`src/rtl/axis_fifo_if.sv`:
```
// axistream_if: AXI4-Stream bundle shared by producers, FIFOs and consumers.
//
// Handshake: a beat transfers on a rising edge where tvalid and tready are
// both 1. Once the master raises tvalid it holds tvalid and every payload
// field stable until that transfer happens. tvalid never depends on tready.
//
// Signals: tvalid, tready, tdata[DWIDTH], tstrb/tkeep[DWIDTH/8], tlast,
//          tid[ID_WIDTH], tdest[DEST_WIDTH], tuser[USER_WIDTH].
// Modports: master drives payload and tvalid; slave drives tready.
interface axistream_if #(
  parameter int DWIDTH     = 32,
  parameter int ID_WIDTH   = 4,
  parameter int DEST_WIDTH = 1,
  parameter int USER_WIDTH = 6
);
  logic                    tvalid;
  logic                    tready;
  logic [DWIDTH-1:0]       tdata;
  logic [DWIDTH/8-1:0]     tstrb;
  logic [DWIDTH/8-1:0]     tkeep;
  logic                    tlast;
  logic [ID_WIDTH-1:0]     tid;
  logic [DEST_WIDTH-1:0]   tdest;
  logic [USER_WIDTH-1:0]   tuser;

  modport master (
    output tvalid, tdata, tstrb, tkeep, tlast, tid, tdest, tuser,
    input  tready
  );

  modport slave (
    input  tvalid, tdata, tstrb, tkeep, tlast, tid, tdest, tuser,
    output tready
  );
endinterface

```
`src/rtl/axis_fifo.sv`:
```
// axis_fifo: single-clock AXI4-Stream FIFO storing whole beats (all sideband
// fields). Upstream tready, downstream tvalid and downstream payload are all
// flop outputs, so no combinational path crosses the FIFO.
//
// Ports:
//   aclk       clock, rising edge
//   areset     synchronous active-high reset
//   s_axis     upstream AXI4-Stream (slave side)
//   m_axis     downstream AXI4-Stream (master side)
//   count      beats currently held (including the one on m_axis)
//   pkt_count  held beats with tlast=1 (complete packets)
module axis_fifo #(
  parameter int DWIDTH     = 32,
  parameter int ID_WIDTH   = 4,
  parameter int DEST_WIDTH = 1,
  parameter int USER_WIDTH = 6,
  parameter int DEPTH      = 16
) (
  input  logic                     aclk,
  input  logic                     areset,
  axistream_if.slave               s_axis,
  axistream_if.master              m_axis,
  output logic [$clog2(DEPTH):0]   count,
  output logic [$clog2(DEPTH):0]   pkt_count
);
  localparam int SW       = DWIDTH / 8;
  localparam int BW       = DWIDTH + 2 * SW + 1 + ID_WIDTH + DEST_WIDTH + USER_WIDTH;
  localparam int AW       = $clog2(DEPTH);
  localparam int CW       = AW + 1;
  localparam int LAST_BIT = ID_WIDTH + DEST_WIDTH + USER_WIDTH;
  localparam logic [CW-1:0] DEPTH_C = CW'(DEPTH);

  logic [BW-1:0] mem [DEPTH];
  logic [AW-1:0] wr_ptr;
  logic [AW-1:0] rd_ptr;
  logic [AW-1:0] rd_ptr_nxt;
  logic [BW-1:0] in_beat;
  logic [BW-1:0] out_q;
  logic [BW-1:0] out_nxt;
  logic          tready_q;
  logic          tvalid_q;
  logic          push;
  logic          pop;
  logic [CW-1:0] remain;
  logic [CW-1:0] count_nxt;
  logic          pkt_inc;
  logic          pkt_dec;

  assign in_beat = {s_axis.tdata, s_axis.tstrb, s_axis.tkeep, s_axis.tlast,
                    s_axis.tid, s_axis.tdest, s_axis.tuser};

  assign {m_axis.tdata, m_axis.tstrb, m_axis.tkeep, m_axis.tlast,
          m_axis.tid, m_axis.tdest, m_axis.tuser} = out_q;

  assign s_axis.tready = tready_q;
  assign m_axis.tvalid = tvalid_q;

  assign push    = s_axis.tvalid & tready_q;
  assign pop     = tvalid_q & m_axis.tready;
  assign pkt_inc = push & s_axis.tlast;
  assign pkt_dec = pop & out_q[LAST_BIT];

  // out_q always mirrors the oldest stored beat, mem[rd_ptr]. After this edge
  // the head is mem[rd_ptr_nxt] if anything older than this cycle's push
  // remains; otherwise an incoming beat goes straight into out_q (it is also
  // written to mem so the pointers stay uniform). With nothing left the
  // register keeps the last popped beat.
  always_comb begin
    rd_ptr_nxt = rd_ptr + AW'(pop);
    remain     = count - CW'(pop);
    count_nxt  = remain + CW'(push);
    out_nxt    = out_q;
    if (remain != '0) begin
      out_nxt = mem[rd_ptr_nxt];
    end else if (push) begin
      out_nxt = in_beat;
    end
  end

  // Storage carries no reset; count gates which entries are meaningful.
  always_ff @(posedge aclk) begin
    if (push) begin
      mem[wr_ptr] <= in_beat;
    end
  end

  always_ff @(posedge aclk) begin
    if (areset) begin
      wr_ptr    <= '0;
      rd_ptr    <= '0;
      count     <= '0;
      pkt_count <= '0;
      tready_q  <= 1'b0;
      tvalid_q  <= 1'b0;
      out_q     <= '0;
    end else begin
      wr_ptr    <= wr_ptr + AW'(push);
      rd_ptr    <= rd_ptr_nxt;
      count     <= count_nxt;
      pkt_count <= pkt_count + CW'(pkt_inc) - CW'(pkt_dec);
      tready_q  <= (count_nxt < DEPTH_C);
      tvalid_q  <= (count_nxt != '0);
      out_q     <= out_nxt;
    end
  end
endmodule

```
`src/flat_wrapper.sv`:
```
// flat-port wrapper written by rule: the top's interface ports become plain ports
module axis_fifo_flat 
#(
  parameter int DWIDTH     = 32,
  parameter int ID_WIDTH   = 4,
  parameter int DEST_WIDTH = 1,
  parameter int USER_WIDTH = 6,
  parameter int DEPTH      = 16
)
  (aclk, areset, count, pkt_count, s_axis_tvalid, s_axis_tdata, s_axis_tstrb, s_axis_tkeep, s_axis_tlast, s_axis_tid, s_axis_tdest, s_axis_tuser, s_axis_tready, m_axis_tvalid, m_axis_tdata, m_axis_tstrb, m_axis_tkeep, m_axis_tlast, m_axis_tid, m_axis_tdest, m_axis_tuser, m_axis_tready);
  axistream_if #(.DWIDTH(DWIDTH), .ID_WIDTH(ID_WIDTH), .DEST_WIDTH(DEST_WIDTH), .USER_WIDTH(USER_WIDTH)) s_axis_i ();
  axistream_if #(.DWIDTH(DWIDTH), .ID_WIDTH(ID_WIDTH), .DEST_WIDTH(DEST_WIDTH), .USER_WIDTH(USER_WIDTH)) m_axis_i ();
  input  logic aclk;
  input  logic areset;
  output logic [$clog2(DEPTH):0] count;
  output logic [$clog2(DEPTH):0] pkt_count;
  input wire logic [$bits(s_axis_i.tvalid)-1:0] s_axis_tvalid;
  input wire logic [$bits(s_axis_i.tdata)-1:0] s_axis_tdata;
  input wire logic [$bits(s_axis_i.tstrb)-1:0] s_axis_tstrb;
  input wire logic [$bits(s_axis_i.tkeep)-1:0] s_axis_tkeep;
  input wire logic [$bits(s_axis_i.tlast)-1:0] s_axis_tlast;
  input wire logic [$bits(s_axis_i.tid)-1:0] s_axis_tid;
  input wire logic [$bits(s_axis_i.tdest)-1:0] s_axis_tdest;
  input wire logic [$bits(s_axis_i.tuser)-1:0] s_axis_tuser;
  output wire logic [$bits(s_axis_i.tready)-1:0] s_axis_tready;
  output wire logic [$bits(m_axis_i.tvalid)-1:0] m_axis_tvalid;
  output wire logic [$bits(m_axis_i.tdata)-1:0] m_axis_tdata;
  output wire logic [$bits(m_axis_i.tstrb)-1:0] m_axis_tstrb;
  output wire logic [$bits(m_axis_i.tkeep)-1:0] m_axis_tkeep;
  output wire logic [$bits(m_axis_i.tlast)-1:0] m_axis_tlast;
  output wire logic [$bits(m_axis_i.tid)-1:0] m_axis_tid;
  output wire logic [$bits(m_axis_i.tdest)-1:0] m_axis_tdest;
  output wire logic [$bits(m_axis_i.tuser)-1:0] m_axis_tuser;
  input wire logic [$bits(m_axis_i.tready)-1:0] m_axis_tready;
  assign s_axis_i.tvalid = s_axis_tvalid;
  assign s_axis_i.tdata = s_axis_tdata;
  assign s_axis_i.tstrb = s_axis_tstrb;
  assign s_axis_i.tkeep = s_axis_tkeep;
  assign s_axis_i.tlast = s_axis_tlast;
  assign s_axis_i.tid = s_axis_tid;
  assign s_axis_i.tdest = s_axis_tdest;
  assign s_axis_i.tuser = s_axis_tuser;
  assign s_axis_tready = s_axis_i.tready;
  assign m_axis_tvalid = m_axis_i.tvalid;
  assign m_axis_tdata = m_axis_i.tdata;
  assign m_axis_tstrb = m_axis_i.tstrb;
  assign m_axis_tkeep = m_axis_i.tkeep;
  assign m_axis_tlast = m_axis_i.tlast;
  assign m_axis_tid = m_axis_i.tid;
  assign m_axis_tdest = m_axis_i.tdest;
  assign m_axis_tuser = m_axis_i.tuser;
  assign m_axis_i.tready = m_axis_tready;
  axis_fifo #(.DWIDTH(DWIDTH), .ID_WIDTH(ID_WIDTH), .DEST_WIDTH(DEST_WIDTH), .USER_WIDTH(USER_WIDTH), .DEPTH(DEPTH)) u_core (.aclk(aclk), .areset(areset), .s_axis(s_axis_i), .m_axis(m_axis_i), .count(count), .pkt_count(pkt_count));
endmodule
```
`config.mk`:
```
export PLATFORM = sky130hd
export DESIGN_NAME = axis_fifo_flat
export DESIGN_NICKNAME = d
export VERILOG_FILES = /design/src/rtl/axis_fifo_if.sv /design/src/rtl/axis_fifo.sv /design/src/flat_wrapper.sv
export SDC_FILE = /design/constraint.sdc
export NUM_CORES = 1
export LEC_CHECK = 0
export ABC_CLOCK_PERIOD_IN_PS = 14500
export BUFFER_PORTS_ARGS = -buffer_cell sky130_fd_sc_hd__buf_4
export CAP_MARGIN = 30
export CORE_AREA = 2 2 281 283
export DETAILED_ROUTE_END_ITERATION = 8
export DIE_AREA = 0 0 283 285
export PLACE_DENSITY_LB_ADDON = 0.3
export RECOVER_POWER = 50
export SETUP_SLACK_MARGIN = 0.4
export SYNTH_ARGS = -nofsm -noshare
export SYNTH_HDL_FRONTEND = slang
export SYNTH_SLANG_ARGS = --single-unit
export TNS_END_PERCENT = 30
```
`constraint.sdc`:
```
create_clock -name aclk -period 14.5 [get_ports aclk]
set_input_delay 2.175 -clock aclk [delete_from_list [all_inputs] [get_ports aclk]]
set_output_delay 2.175 -clock aclk [all_outputs]
set_load 0.02 [all_outputs]
```
==> results.sh, run 1 <==
export IMPL_synth_largest_area_cell="sky130_fd_sc_hd__edfxtp_1"
export IMPL_grt_busiest_layer="met2"
export IMPL_postSynth_asyncResetShare=0
export IMPL_postCtsResizedCells=0
export IMPL_avgViaCountPerCell=5.72
export IMPL_cp_required_ns=15.02
export IMPL_finalNonFillerCells=2913
export IMPL_power_switching_mw=1.82
export IMPL_post_synth_main_area_contributors="sky130_fd_sc_hd__edfxtp_1, sky130_fd_sc_hd__mux4_2, sky130_fd_sc_hd__dfxtp_1, sky130_fd_sc_hd__mux2_2, sky130_fd_sc_hd__a221o_1"
export IMPL_hold_path_class="flop to flop"
export IMPL_share_of_cells_above_drive_strength_1=0.308
export IMPL_combPwrFrac=0.222
export IMPL_wl_per_cell_um=27.0
export IMPL_timing_clock_skew_ns=0.0174
export IMPL_gr_usage_met1=0.262
export IMPL_dr_total_vias=16662
export IMPL_floorplan_initialDensity=0.444
export IMPL_grt_first_pass_wirelength_um=115000
export IMPL_crit_reg2reg_launch="u_core.m_axis.tvalid"
export IMPL_most_common_cell_in_the_netlist="sky130_fd_sc_hd__edfxtp_1"
export IMPL_syn_to_final_growth_pct=15.4
export IMPL_floorplan_rows=103
export IMPL_cellLeakagePower_nw=12.5
export IMPL_fin_nets=1857
export IMPL_outcome="finished with violations"
export IMPL_buffer_ports_inserted=119
export IMPL_globalRouteTotalUtil=0.195
export IMPL_place_detailed_instances=2741
export IMPL_power_report_internal_total_mw=5.21
export IMPL_finalWirelength_um=78700
export IMPL_final_period_minus_worst_setup_slack_ns=5.39
export IMPL_synthesized_area_per_cell_um2=21.4
export IMPL_floorplan_io_pins=120
export IMPL_number_of_enable_type_register_cells_in_the_synthesized_netlist=832
export IMPL_gpl_final_weighted_congestion=0.713
export IMPL_route_detailed_drc=0
export IMPL_finalSetupViolations=0
export IMPL_cts_path_max_buffers=3
export IMPL_vias_in_the_first_global_route=17470
export IMPL_timing_critical_path_from_type="input port"
export IMPL_unrepaired_setup_endpoints_after_global_routing="false"
export IMPL_cp_arrival_ns=5.91
export IMPL_clock_tree_from_tritoncts="yes"
export IMPL_power_share_clock=0.347
export IMPL_synthesis_yosys_warnings=0
export IMPL_finalHoldWorstSlack_ns=0.615
export IMPL_syn_instance_count=1621
export IMPL_detailed_place_hpwl_um=38700
export IMPL_drv_cap=2
export IMPL_utilization=0.512
export IMPL_grt_antenna_before_repair=6
export IMPL_pwr_density_cell_nw_per_um2=176
export IMPL_core_um2=78000
export IMPL_synth_cells_most_frequent="sky130_fd_sc_hd__edfxtp_1, sky130_fd_sc_hd__mux4_2, sky130_fd_sc_hd__nand2_1"
export IMPL_fin_setup_tns_ns=0
export IMPL_seq_power_share=0.431
export IMPL_max_slew_margin=-0.0212
export IMPL_firstDrtPassIters=5
export IMPL_timing_final_ws_setup_ns=9.11
export IMPL_synth_sequential_area_ratio=0.763
export IMPL_post_cts_repair_setup_buffers=0
export IMPL_grt_max_degree=156
export IMPL_overflow_after_grt=0
export IMPL_timing_hold_violations_final=0
export IMPL_postCtsHoldBufs=0
export IMPL_ys_ff_latch=904
export IMPL_violated_checks="capacitance limit, slew limit"
export IMPL_yosys_most_used_dff="sky130_fd_sc_hd__edfxtp_1"
export IMPL_worst_hold_launch="u_core.wr_ptr[2]"
export IMPL_critical_path_startpoint="m_axis_tready"
export IMPL_dieArea_um2=80700
export IMPL_cp_max_fo=90
export IMPL_tightest_slew_ns=1.53
export IMPL_clk_insertion_delay_late_ns=0.64
export IMPL_cts_inserted_buffers=91
export IMPL_vdd_drop_max_mv=0.123
export IMPL_dp_slack_ns=8.01
export IMPL_netlist_cell_type_count=40
export IMPL_chip_width_um=283
export IMPL_h_tree_depth_reported_by_cts=3
export IMPL_maxSlewViolCount=29
export IMPL_max_freq_ghz=0.185
export IMPL_clkTransAtPathRegs_ns=0.06
export IMPL_critical_path_class="input port to flop"
export IMPL_cts_root_buf="sky130_fd_sc_hd__clkbuf_16"
export IMPL_post_synth_top_area_fraction=0.722
export IMPL_clock_sink_count=904
export IMPL_syn_area_um2=34600
export IMPL_drt_initial_drc_count=1683
export IMPL_synth_fp_nets=1691
export IMPL_fp_dieH_um=285
export IMPL_endpoint_kind="flop"
export IMPL_grt_util_met3=0.0374
export IMPL_period_share=0.372
export IMPL_antenna_left=0
export IMPL_grt_use_met2=0.325
export IMPL_swShare=0.259
-- flip-flops by register name (all words and copies together), names as in the netlist --
signal,count
u_core.mem,832
u_core.wr_ptr,4
u_core.count,5
u_core.pkt_count,5
u_core.rd_ptr,4
u_core.out_q,52
u_core.s_axis.tready,1
u_core.m_axis.tvalid,1
-- through the flow --
stage               total power [mW]  instance area (um^2)
detailed placement              4.65                 37000
CTS                             7.09                 40100
global placement                4.62                 36900
global route                    7.30                 40000
finish                          7.03                 40000
floorplan                       4.20                 34600
-- cells in the final DEF, fill, tap and decap left out, types with 4 or more instances in the layout --
| cell | instances |
|---|---|
| sky130_fd_sc_hd__a21oi_1 | 54 |
| sky130_fd_sc_hd__a221o_1 | 51 |
| sky130_fd_sc_hd__buf_16 | 7 |
| sky130_fd_sc_hd__buf_4 | 94 |
| sky130_fd_sc_hd__bufinv_16 | 13 |
| sky130_fd_sc_hd__clkbuf_1 | 75 |
| sky130_fd_sc_hd__clkbuf_16 | 94 |
| sky130_fd_sc_hd__clkbuf_8 | 9 |
| sky130_fd_sc_hd__clkinv_1 | 9 |
| sky130_fd_sc_hd__clkinv_2 | 14 |
| sky130_fd_sc_hd__clkinvlp_4 | 4 |
| sky130_fd_sc_hd__dfxtp_1 | 72 |
| sky130_fd_sc_hd__edfxtp_1 | 832 |
| sky130_fd_sc_hd__ha_1 | 12 |
| sky130_fd_sc_hd__inv_1 | 11 |
| sky130_fd_sc_hd__mux2_2 | 102 |
| sky130_fd_sc_hd__mux2i_1 | 4 |
| sky130_fd_sc_hd__mux4_2 | 208 |
| sky130_fd_sc_hd__nand2_1 | 106 |
| sky130_fd_sc_hd__nand3_1 | 4 |
| sky130_fd_sc_hd__nor2_1 | 16 |
| sky130_fd_sc_hd__nor2_4 | 9 |
| sky130_fd_sc_hd__nor2b_1 | 9 |
| sky130_fd_sc_hd__xnor2_1 | 7 |
| sky130_fd_sc_hd__xor2_1 | 5 |
-- cells by family after synthesis --
kind of cell               count (synthesis)  share of synthesized area
adders and majority gates                 14                    0.00528
buffers and inverters                     97                     0.0133
xor gates and xnor gates                  13                    0.00329
muxes                                    314                      0.170
and+or+nand+nor                          165                     0.0204
AOI/OAI and AO/OA                        114                     0.0247
DFF                                      904                      0.763
-- area by class of cell --
cell class              instances  area (um^2)
clock inverters                44          578
clock buffers                 124         2550
fillers                      6142        38000
flip-flops and latches        904        26400
multi-input cells             620         7870
diodes                          1         2.50
well taps                    1050         1310
inverters                      11         41.3
repair buffers                159         1170
-- path summary, 6_finish.rpt --
path,end,slack [ns],cells after the start
max,u_core.out_q[43],9.11,10
min,u_core.wr_ptr[2],0.61,2
min reg2reg,u_core.wr_ptr[2],0.61,2
max reg2reg,u_core.out_q[43],10.41,9
-- power groups by stage --
stage,sequential [mW],clock [mW],combinational [mW]
after floorplan,3.14,0,1.07
after global placement,3.09,0,1.53
after detailed placement,3.09,0,1.56
after CTS,3.04,2.48,1.57
after global routing,3.04,2.58,1.67
final,3.03,2.44,1.56
-- per-layer routing --
layer  wire length (um)  up-vias
met5                 51        -
li1                   -     7044
met2              39200      579
met4               2150        8
met1              32500     8873
met3               4870      158
-- critical path, stage by stage --
cell and delay, ns:
sky130_fd_sc_hd__clkbuf_4 0.11, sky130_fd_sc_hd__and2_0 0.18, sky130_fd_sc_hd__ha_1 0.38, sky130_fd_sc_hd__buf_16 0.31, sky130_fd_sc_hd__buf_4 0.48, sky130_fd_sc_hd__buf_12 0.28
sky130_fd_sc_hd__buf_12 0.61, sky130_fd_sc_hd__mux4_2 0.60, sky130_fd_sc_hd__mux2_2 0.28, sky130_fd_sc_hd__a221o_1 0.35
(Power assumes the default switching activity.)
==> run 2: changes to the inputs <==
--- a/config.mk
+++ b/config.mk
@@ -5,7 +5,7 @@
 export SDC_FILE = /design/constraint.sdc
 export NUM_CORES = 1
 export LEC_CHECK = 0
-export ABC_CLOCK_PERIOD_IN_PS = 14500
+export ABC_CLOCK_PERIOD_IN_PS = 4900
 export BUFFER_PORTS_ARGS = -buffer_cell sky130_fd_sc_hd__buf_4
 export CAP_MARGIN = 30
 export CORE_AREA = 2 2 281 283
==> constraint.sdc (replaced) <==
create_clock -name aclk -period 4.9 [get_ports aclk]
set_input_delay 0.735 -clock aclk [delete_from_list [all_inputs] [get_ports aclk]]
set_output_delay 0.735 -clock aclk [all_outputs]
set_load 0.02 [all_outputs]
==> results.sh, run 2 (same netlist as run 1, synthesis figures left out) <==
export IMPL_timing_hold_violations_final=0
export IMPL_utilization=0.510
export IMPL_finalNonFillerCells=2936
export IMPL_maxSlewViolCount=0
export IMPL_cts_inserted_buffers=93
export IMPL_buffer_ports_inserted=119
export IMPL_wl_per_cell_um=26.7
export IMPL_cp_max_fo=34
export IMPL_avgViaCountPerCell=5.67
export IMPL_overflow_after_grt=0
export IMPL_timing_final_ws_setup_ns=1.59
export IMPL_globalRouteTotalUtil=0.195
export IMPL_cp_required_ns=5.43
export IMPL_dieArea_um2=80700
export IMPL_largest_registers="u_core.mem x832, u_core.out_q x52"
export IMPL_crit_reg2reg_launch="u_core.m_axis.tvalid"
export IMPL_cp_arrival_ns=3.83
export IMPL_fin_nets=1875
export IMPL_core_um2=78000
export IMPL_grt_util_met3=0.0318
export IMPL_layout_cells_most_common="sky130_fd_sc_hd__edfxtp_1"
export IMPL_drt_initial_drc_count=1531
export IMPL_grt_max_degree=102
export IMPL_max_slew_margin=0.362
export IMPL_cts_root_buf="sky130_fd_sc_hd__clkbuf_16"
export IMPL_drv_cap=0
export IMPL_postCtsHoldBufs=0
export IMPL_firstDrtPassIters=5
export IMPL_clock_tree_from_tritoncts="yes"
export IMPL_most_used_cells_in_the_layout_excluding_fill_and_tap_cells="sky130_fd_sc_hd__edfxtp_1, sky130_fd_sc_hd__mux4_2, sky130_fd_sc_hd__clkbuf_1"
export IMPL_vias_in_the_first_global_route=17465
export IMPL_dp_slack_ns=1.52
export IMPL_antenna_left=0
export IMPL_pwr_density_cell_nw_per_um2=512
export IMPL_critical_path_startpoint="u_core.m_axis.tvalid"
export IMPL_gpl_final_weighted_congestion=0.720
export IMPL_gr_usage_met1=0.264
export IMPL_outcome="completed"
export IMPL_grt_first_pass_wirelength_um=116000
export IMPL_cellLeakagePower_nw=12.3
export IMPL_postCtsResizedCells=0
export IMPL_route_detailed_drc=0
export IMPL_floorplan_io_pins=120
export IMPL_dr_total_vias=16657
export IMPL_largest_register_ff_count=832
export IMPL_hold_path_class="input port to flop"
export IMPL_grt_antenna_before_repair=7
export IMPL_placedInstanceArea_um2=37200
export IMPL_vdd_drop_max_mv=0.319
export IMPL_clock_sink_count=904
export IMPL_clk_insertion_delay_late_ns=0.66
export IMPL_clkTransAtPathRegs_ns=0.06
export IMPL_post_cts_repair_setup_buffers=0
export IMPL_fp_dieH_um=285
export IMPL_share_of_cells_above_drive_strength_1=0.281
export IMPL_max_freq_ghz=0.303
export IMPL_place_detailed_instances=2760
export IMPL_final_period_minus_worst_setup_slack_ns=3.31
export IMPL_largest_register="u_core.mem"
export IMPL_floorplan_initialDensity=0.444
export IMPL_chip_width_um=283
export IMPL_period_share=0.675
export IMPL_finalSetupViolations=0
export IMPL_floorplan_rows=103
export IMPL_grt_busiest_layer="met2"
export IMPL_grt_use_met2=0.332
export IMPL_finalWirelength_um=78500
export IMPL_h_tree_depth_reported_by_cts=3
export IMPL_timing_clock_skew_ns=0.0263
export IMPL_cts_path_max_buffers=3
export IMPL_endpoint_kind="flop"
export IMPL_fin_area_um2=39700
export IMPL_syn_to_final_growth_pct=14.8
export IMPL_detailed_place_hpwl_um=41200
export IMPL_unrepaired_setup_endpoints_after_global_routing="false"
export IMPL_critical_path_class="flop to flop"
export IMPL_timing_critical_path_from_type="flop"
export IMPL_tightest_slew_ns=0.956
export IMPL_worst_hold_launch="areset"
-- run 2: final timing paths --
| check | endpoint | slack, ns | cells after the start |
|---|---|---|---|
| hold / removal | u_core.wr_ptr[2] | 0.45 | 2 |
| hold reg to reg | u_core.rd_ptr[3] | 0.61 | 2 |
| setup reg to reg | u_core.out_q[5] | 1.59 | 7 |
| setup / recovery | u_core.out_q[5] | 1.59 | 7 |
-- run 2: routing by layer --
layer / part of all wire / vias to the layer above
li1: - / 7090
met1: 0.42 / 8912
met2: 0.51 / 526
met3: 0.053 / 119
met4: 0.020 / 10
met5: 0.00088 / -
-- run 2: area by class of cell --
| cell class | count | area, um^2 |
|---|---|---|
| sequential | 904 | 26400 |
| fill | 6182 | 38200 |
| multi-input combinational | 620 | 7890 |
| timing repair buffer | 175 | 1080 |
| antenna | 2 | 5.00 |
| inverter | 11 | 41.3 |
| clock buffer | 133 | 2580 |
| clock inverter | 41 | 394 |
| tap | 1050 | 1310 |
-- run 2: report_power, final --
part / leakage [nW] / total [mW] / switching [mW] / internal [mW]
clock: 1.45 / 6.84 / 2.89 / 3.95
sequential: 8.09 / 8.98 / 0.228 / 8.76
combinational: 2.76 / 4.50 / 2.30 / 2.20
total: 12.3 / 20.3 / 5.42 / 14.9
-- run 2: stage by stage --
| step | total power [mW] | setup TNS (ns) | hold slack [ns] |
|---|---|---|---|
| global placement | 13.8 | 0 | 0.583 |
| CTS | 20.7 | 0 | 0.352 |
| floorplan | 12.4 | -49.81 | 0.528 |
| global route | 21.2 | 0 | 0.447 |
| finish | 20.3 | 0 | 0.453 |
| detailed placement | 13.9 | 0 | 0.595 |
-- run 2: worst max-delay path: stages (launching register included) --
cell and delay (ns):
sky130_fd_sc_hd__dfxtp_1 0.32, sky130_fd_sc_hd__and2_0 0.24, sky130_fd_sc_hd__ha_4 0.20, sky130_fd_sc_hd__ha_1 0.80, sky130_fd_sc_hd__buf_4 0.58, sky130_fd_sc_hd__mux4_2 0.38, sky130_fd_sc_hd__mux2_2 0.29, sky130_fd_sc_hd__a221o_1 0.34
